`src/rtl/mmio_fact_unit.sv`:
```
// mmio_fact_unit
//   Memory-mapped iterative factorial accelerator on the data-memory bus.
//   It decodes a 16-byte register window at BASE_ADDR and keeps window
//   stores away from data memory. Loads that hit the window return a unit
//   register, and all other loads return data-memory read data.
//
//   Register map (select = a[3:2], a[1:0] ignored):
//     0 N      RW  4-bit operand, zero-extended on read
//     1 GO     WO  store with wd[0]=1 starts a computation, reads 0
//     2 STATUS RO  {30'b0, err, done}
//     3 RESULT RO  accumulator (intermediate value while busy)
//
//   Ports:
//     clk     system clock, rising edge
//     rst     synchronous active-high reset
//     we      core store enable
//     a       core byte address
//     wd      core store data
//     rd_dm   data-memory read data
//     we_mem  store enable forwarded to data memory
//     rd      read data returned to the core
//     hit     access targets the register window
module mmio_fact_unit #(
  parameter logic [31:0] BASE_ADDR = 32'h0000_0800
) (
  input  logic        clk,
  input  logic        rst,
  input  logic        we,
  input  logic [31:0] a,
  input  logic [31:0] wd,
  input  logic [31:0] rd_dm,
  output logic        we_mem,
  output logic [31:0] rd,
  output logic        hit
);

  typedef enum logic [1:0] {
    IDLE = 2'd0,
    BUSY = 2'd1,
    DONE = 2'd2
  } state_t;

  state_t      state_q, state_d;
  logic [3:0]  n_reg, n_d;
  logic [3:0]  cnt, cnt_d;
  logic [31:0] acc, acc_d;
  logic        done, done_d;
  logic        err, err_d;

  logic [1:0]  sel;
  logic        wr_n, wr_go;

  // Byte lanes and the upper store-data bits carry no meaning for this unit.
  logic        unused_bits;
  assign unused_bits = ^{a[1:0], wd[31:4], BASE_ADDR[3:0]};

  assign hit    = (a[31:4] == BASE_ADDR[31:4]);
  assign sel    = a[3:2];
  assign we_mem = we & ~hit;
  assign wr_n   = we & hit & (sel == 2'd0);
  assign wr_go  = we & hit & (sel == 2'd1) & wd[0];

  always_comb begin
    rd = rd_dm;
    if (hit) begin
      case (sel)
        2'd0:    rd = {28'd0, n_reg};
        2'd1:    rd = 32'd0;
        2'd2:    rd = {30'd0, err, done};
        default: rd = acc;
      endcase
    end
  end

  always_comb begin
    state_d = state_q;
    n_d     = n_reg;
    cnt_d   = cnt;
    acc_d   = acc;
    done_d  = done;
    err_d   = err;
    case (state_q)
      BUSY: begin
        // N and GO stores are dropped while a computation is running.
        if (cnt <= 4'd1) begin
          done_d  = 1'b1;
          state_d = DONE;
        end else begin
          acc_d = acc * {28'd0, cnt};
          cnt_d = cnt - 4'd1;
        end
      end
      default: begin
        if (wr_n) begin
          n_d = wd[3:0];
        end
        if (wr_go) begin
          // 13! no longer fits in 32 bits, so report it immediately.
          if (n_reg <= 4'd12) begin
            cnt_d   = n_reg;
            acc_d   = 32'd1;
            done_d  = 1'b0;
            err_d   = 1'b0;
            state_d = BUSY;
          end else begin
            acc_d   = 32'd0;
            err_d   = 1'b1;
            done_d  = 1'b1;
            state_d = DONE;
          end
        end
      end
    endcase
  end

  always_ff @(posedge clk) begin
    if (rst) begin
      state_q <= IDLE;
      n_reg   <= 4'd0;
      cnt     <= 4'd0;
      acc     <= 32'd0;
      done    <= 1'b0;
      err     <= 1'b0;
    end else begin
      state_q <= state_d;
      n_reg   <= n_d;
      cnt     <= cnt_d;
      acc     <= acc_d;
      done    <= done_d;
      err     <= err_d;
    end
  end

endmodule
```
`config.mk`:
```
export PLATFORM = sky130hd
export DESIGN_NAME = mmio_fact_unit
export DESIGN_NICKNAME = d
export VERILOG_FILES = /design/src/rtl/mmio_fact_unit.sv
export SDC_FILE = /design/constraint.sdc
export NUM_CORES = 1
export LEC_CHECK = 0
export CORE_UTILIZATION = 50
export CTS_CLUSTER_SIZE = 40
export DETAILED_ROUTE_END_ITERATION = 8
export HOLD_SLACK_MARGIN = 0.08
export PLACE_DENSITY_LB_ADDON = 0.08
export SLEW_MARGIN = 20
export SYNTH_ARGS = -nofsm -noshare
export SYNTH_HDL_FRONTEND = slang
export SYNTH_SLANG_ARGS = --single-unit
```
`constraint.sdc`:
```
create_clock -name clk -period 4.3 [get_ports clk]
set_input_delay 1.29 -clock clk [delete_from_list [all_inputs] [get_ports clk]]
set_output_delay 1.29 -clock clk [all_outputs]
set_load 0.005 [all_outputs]
```
# Yosys cells after proc, flatten, opt, wreduce, memory -nomap -nowiden
# Cells that the tools add are included.
# word_totals
reg_bits	44
elab_cells	49
# classes
add_sub_neg	1
mul	1
n_lt_le_gt_ge	2
n_eq_ne	6
mux	18
bitwise	7
n_reduce_logical	8
# op_table
op	count
two-way mux 32 bit	4
case mux 32 bit (3 select lines)	1
multiplier 32 x 4 -> 32 bit	1
equality test 28 x 8 -> 1 bit, second input constant	1
two-way mux 4 bit	4
two-way mux 2 bit	4
AND reduction 2 bit	4
AND 1 bit	5
two-way mux 1 bit	5
equality test 2 x 1 -> 1 bit, second input constant	2
<= comparator 4 x 1 -> 1 bit, second input constant	1
<= comparator 4 bit, second input constant	1
!= test 2 bit, second input constant	2
nonzero test 2 bit	2
subtractor 4 x 1 -> 4 bit, second input constant	1
AND reduction 3 bit	1
equality test 2 bit, second input constant	1
zero test 2 bit	1
NOT 1 bit	2

# Logic depth before layout (Yosys ltp)
# Gate-level depths: netlist (run 1).
# depth
ltp_word	6
mapped_depth	17
mapped_depth_nobuf	14

# Worst setup path before layout (run 1)
# Ideal clock, no wire load.
# synth_timing
path_type	input port to output port
from	in a[10]
to	out rd[22]
t_arrival_ns	2.726
t_required_ns	3.010
path_slack_ns	0.284
stages	8
path_buffers	2
cell_sequence	nor4_1 > nand4_1 > or2_2 > clkbuf_1 > inv_1 > buf_2 > nand3_1 > nand2_1
# synth_between
elab_chain_len	2
# synth_rtl
item	line_no	text
start: declaration	29	input logic [31:0] a,
equality test 28 x 8 -> 1 bit	57	assign hit = (a[31:4] == BASE_ADDR[31:4]);
via hit	34	output logic hit
two-way mux 32 bit	65	if (hit) begin
end: declaration	33	output logic [31:0] rd,
# The timed path passes the listed nets, and every way through them passes these cells.

# Worst setup path after layout (run 1)
# layout_timing
from	in a[6]
to	out rd[22]
# layout_between
elab_chain_len	2
# layout_rtl
item	line_no
equality test 28 x 8 -> 1 bit	57
two-way mux 32 bit	65
# No other way between the ends.

==> results of run 1 <==
## worst max path at each step
stage	from	to	slack, ns	cells past startpoint
5_1_grt	a[15]	rd[24]	-0.02	10
3_3_place_gp	a[10]	rd[21]	-0.59	9
3_5_place_dp	a[13]	rd[17]	-0.56	9
2_1_floorplan	a[10]	rd[22]	0.28	8
4_1_cts	a[31]	rd[18]	0.003	11
6_report	a[6]	rd[22]	0.10	10
## final cells by class
type	instances	area, sq um
Fill cell	1044	4160
Clock inverter	1	30.0
Inverter	120	458
Clock buffer	7	153
Tap cell	168	210
Multi-Input combinational cell	616	4830
Sequential cell	44	885
Timing Repair Buffer	149	1330
## metrics by stage
stage          utilization [%]  worst slack (ns)  hold WS (ns)
3_5_place_dp              63.3            -0.560         0.472
4_1_cts                   65.8           0.00274         0.480
3_3_place_gp              63.3            -0.587         0.455
2_1_floorplan                -             0.284         0.445
6_report                  65.5             0.101         0.475
5_1_grt                   65.5           -0.0152         0.508
## cell families (layout without fill, tap and decap cells)
group | Yosys count | in the layout | share of synthesized area [%]
and+or+nand+nor | 352 | 352 | 28.3
buffers and inverters | 160 | 277 | 9.82
muxes | 9 | 9 | 1.49
AOI/OAI and AO/OA | 135 | 135 | 16.9
xor gates and xnor gates | 29 | 29 | 4.09
DFF | 44 | 44 | 14.2
adders and majority gates | 91 | 91 | 25.2
## Yosys cell counts, types with 5 or more instances
master / instances
ha_1: 34
clkbuf_1: 31
nand2_1: 137
buf_2: 7
inv_1: 120
and2_1: 89
o21ai_1: 9
nand4_1: 5
dfxtp_1: 44
nand2b_1: 5
nor4_1: 5
mux2i_1: 7
a21oi_1: 32
o21ai_0: 17
fa_1: 57
nor3_1: 7
a22oi_1: 12
xnor2_1: 22
a21o_1: 11
xor2_1: 7
nand3_1: 41
nor2_1: 40
## worst max-delay path, stage by stage
cell,delay (ns)
dlygate4sd2_1,0.25
nor4_2,0.26
nand4_1,0.16
or2_4,0.33
buf_12,0.16
buf_12,0.12
buf_12,0.12
nand2_2,0.06
nand2_1,0.04
clkbuf_2,0.11
## routing by layer
metal  track usage (%)  share of wire (%)
met5                 0                  0
met4              8.33                1.6
met3              4.09                4.8
met2              51.8                 52
met1              35.6                 42
## power by group through the flow
stage | logic, mW | clock network [mW] | registers [mW]
finish | 0.118 | 0.491 | 0.407
global route | 0.127 | 0.511 | 0.407
global placement | 0.134 | 0 | 0.417
detailed placement | 0.135 | 0 | 0.417
CTS | 0.117 | 0.498 | 0.407
floorplan | 0.0282 | 0 | 0.417
## what timing repair did
item / CTS / global route
gates resized for setup: 134 / 44
setup buffers: 7 / 2
gates cloned: 3 / 0
pin swaps: 21 / 14
setup endpoints to repair: 36 / 43
==> impl_metrics.ini, run 1 <==
[power]
report.power.total_mw = 1.02
peakVddDrop_v = 0.000110
switchingPower_mw = 0.230
p_clk_share_pct = 48.3
p_leak_nw = 3.76
p_comb_share_pct = 11.6
p_int_mw = 0.785
switching_share_pct = 22.7
cellPowerDensity_nw_per_um2 = 129
seqPwrFrac_pct = 40.1

[clock_tree]
cts.sinks = 44
htree_levels = 2
path_clk_slew_ns = 0.06
cts_made_buffers = 5
cts_tree = yes
root_buffer = clkbuf_16
clockBufferDepth = 2
worstSkewPairLatency_ns = 0.30
hold_buffers = 0

[synthesis]
async_flop_share_pct = 0
syn_nets = 1010
synthTopCellsByArea = fa_1 (18%), dfxtp_1 (14%), and2_1 (9.0%)
yosys_register_bits = 44
synth.avg_cell_area_sq_um = 7.58
ys_warn_count = 0
seq_area_frac_synth_pct = 14.2
synth_edf_count = 0
ys.flop_type = dfxtp_1
synth_top_cell_area_share_pct = 18.4
synth_area_leader_cell = fa_1
syn_inst = 820
yosysUniqueCellTypes = 79
mappedNetlistArea_sq_um = 6220

[route]
vias = 5945
first_pass_iters = 4
vias_per_cell = 5.38
ant_nets = 0
wl_microns = 17500
drc = 0
drt-initial-drc-count = 302
wl_per_cell_microns = 15.9

[setup_path]
r2r_cells = 15
rrSetupSlack_ns = 0.18
cp.arrival_ns = 2.91
path_class = input port to primary output
start_kind = input port
path_max_fanout = 9
cp-end-kind = primary output
cp.required_ns = 3.01
timing.rr.end = acc[23]
reg2reg_from = cnt[2]

[global_routing]
first_global_vias = 6026
antenna_found_initial = 0
track_usage_pct = 28.8
grt_pass1_wl_microns = 29600
overflow = 0
grt_max_degree = 28

[floorplan]
ios = 133
row_count = 40
initial_utilization_pct = 51.5
core_area_sq_um = 12100
die_h_microns = 114
die_area_sq_um = 12900
die_w_microns = 114

[finish]
stdcell_area_sq_um = 7900
area_growth_pct = 27.0
antenna-diode-count = 0
instances_no_fill = 1105
final_nets = 1126
layout-drive-gt1-share_pct = 14.6
final_cell_mix = nand2_1 (136), inv_1 (119), and2_1 (89)
final_common_cell = nand2_1
largest_register_ffs = 32

[status]
status = complete, no violations

[sta]
slew-limit-headroom_pct = 47.5
skew_ns = 0.00811
fin_crit_ns = 4.20
rsz0062_at_grt = true
worstMarginPinSlew_ns = 0.783
max_freq_mhz = 238
final-hold-violation-count = 0
finalSetupViolCount = 0
min_period_over_period_pct = 97.7
slew_violations = 0
setup_tns_ns = 0

[place]
dp.cells = 1089
gp_congestion = 0.853
io_buffer_count = 102
hpwl_microns = 13400
dpl_cell_area_sq_um = 7640

[min_path]
min_from = state_q[0]
hold_path_class = register to register
hold_end = state_q[0]
min_path_cells = 2

[flow_run]
maxCapViolations = 0
(Power assumes the default switching activity.)
==> run 2: changes to the inputs <==
==> constraint.sdc (replaced) <==
create_clock -name clk -period 4.3 [get_ports clk]
set_input_delay 0.86 -clock clk [delete_from_list [all_inputs] [get_ports clk]]
set_output_delay 0.86 -clock clk [all_outputs]
set_load 0.005 [all_outputs]
==> impl_metrics.ini, run 2 (synthesis results as in run 1) <==
[route]
wl_microns = 16300
vias_per_cell = 5.40
drt-initial-drc-count = 290
drc = 0
ant_nets = 0
vias = 5843
first_pass_iters = 5
wl_per_cell_microns = 15.1

[sta]
rsz0062_at_grt = false
worstMarginPinSlew_ns = 0.791
fin_crit_ns = 4.09
max_freq_mhz = 244
skew_ns = 0.00853
finalSetupViolCount = 0
slew_violations = 0
min_period_over_period_pct = 95.2
final-hold-violation-count = 0
setup_slack_ns = 0.205
timing.hold.ws_ns = 0.485
slew-limit-headroom_pct = 47.2

[global_routing]
track_usage_pct = 26.7
overflow = 0
antenna_found_initial = 0
grt_max_degree = 34
grt_pass1_wl_microns = 27800
first_global_vias = 5915

[setup_path]
cp.arrival_ns = 4.33
path_max_fanout = 17
start_kind = register
cp.required_ns = 4.53
path_class = register to register
path_cells = nand2_1 -> fa_1 -> fa_1 -> inv_1 -> fa_1 -> a21o_1 -> a221oi_2 -> o31a_4 -> o2111ai_4 -> a31oi_4 -> o21ai_2 -> a211o_1 -> nand3_1
cp_top_family = compound AO/OA/AOI/OAI gates
r2r_cells = 13
slowest_stage = dfxtp_2
rrSetupSlack_ns = 0.21
critPathMostFrequentCell = fa_1
critPathMaxStageDelay_ns = 0.58
reg2reg_from = cnt[2]
cp-end-kind = register
timing.rr.end = acc[30]
critPathBufInv = 1

[power]
report.power.total_mw = 0.985
p_int_mw = 0.770
switchingPower_mw = 0.215
switching_share_pct = 21.8
cellPowerDensity_nw_per_um2 = 128
p_leak_nw = 3.53
seqPwrFrac_pct = 41.3
p_clk_share_pct = 45.5
peakVddDrop_v = 0.000109
p_comb_share_pct = 13.2

[floorplan]
die_area_sq_um = 12900
row_count = 40
ios = 133
core_area_sq_um = 12100
die_w_microns = 114
die_h_microns = 114
initial_utilization_pct = 51.5

[place]
io_buffer_count = 102
place_ws_ns = -0.0136
gp_congestion = 0.885
hpwl_microns = 13000

[finish]
final_common_cell = nand2_1
final_cell_mix = nand2_1 (137), inv_1 (120), clkdlybuf4s50_1 (102)
largest_register_ffs = 32
final_nets = 1104
antenna-diode-count = 0
layout-drive-gt1-share_pct = 7.87
area_growth_pct = 23.5

[clock_tree]
cts.sinks = 44
hold_buffers = 0
htree_levels = 2
root_buffer = clkbuf_16
cts_setup_buffers = 0
clockBufferDepth = 2
cts_tree = yes
cts_made_buffers = 5
path_clk_slew_ns = 0.07
worstSkewPairLatency_ns = 0.30

[min_path]
min_from = state_q[0]
min_path_cells = 2
hold_path_class = register to register
hold_end = state_q[0]

[flow_run]
maxCapViolations = 0

[status]
status = complete, no violations
[run 2: how the worst max path moves through the flow]
stage	start	end	slack, ns	depth (start not counted)
after floorplan	cnt[3]	acc[23]	0.40	16
final	cnt[2]	acc[30]	0.21	13
after CTS	cnt[2]	acc[23]	0.18	15
after global routing	cnt[3]	acc[29]	0.008	15
after global placement	cnt[2]	acc[18]	-0.01	13
after detailed placement	cnt[2]	acc[30]	-0.01	13
[run 2: power groups by stage]
stage / clock network [mW] / registers (mW) / logic, mW
after detailed placement: 0 / 0.417 / 0.130
after global placement: 0 / 0.417 / 0.128
after floorplan: 0 / 0.417 / 0.0282
final: 0.448 / 0.407 / 0.130
after global routing: 0.468 / 0.407 / 0.140
after CTS: 0.453 / 0.407 / 0.131
[run 2: area by class of cell]
type / instances / area [sq um]
clock buffer: 5 / 125
clock inverter: 3 / 42.5
fill: 1096 / 4380
inverter: 120 / 450
multi-input combinational: 616 / 4730
sequential: 44 / 882
tap: 168 / 210
timing repair buffer: 127 / 1230
[run 2: repair_timing]
item	4_1_cts	5_1_grt
pin swaps	0	0
endpoints found under the setup margin	3	1
resized for setup	1	1
[run 2: metrics by stage]
step	setup TNS (ns)	cell area, sq um	utilization (%)	std cells
3_5_place_dp	-0.0230	7510	62.2	1075
5_1_grt	0	7680	63.7	1083
6_report	0	7680	63.7	1083
3_3_place_gp	-0.0202	7510	62.2	1075
2_1_floorplan	0	6220	-	820
4_1_cts	0	7670	63.6	1083
[run 2: metal layers]
layer  global-route usage [%]  up-vias  part of all wire (%)
li1                         -     2848                     -
met4                     6.14        0                   1.4
met5                        0        -                     0
met1                     32.8     2852                    44
met2                     50.0      128                    51
met3                     2.39       15                   3.2
[run 2: worst reg2reg max path: stages, from the launching register on]
cell and delay, ns:
dfxtp_2 0.58, nand2_1 0.14, fa_1 0.51, fa_1 0.55, inv_1 0.07, fa_1 0.45
a21o_1 0.20, a221oi_2 0.40, o31a_4 0.22, o2111ai_4 0.17, a31oi_4 0.28, o21ai_2 0.10
a211o_1 0.30, nand3_1 0.08
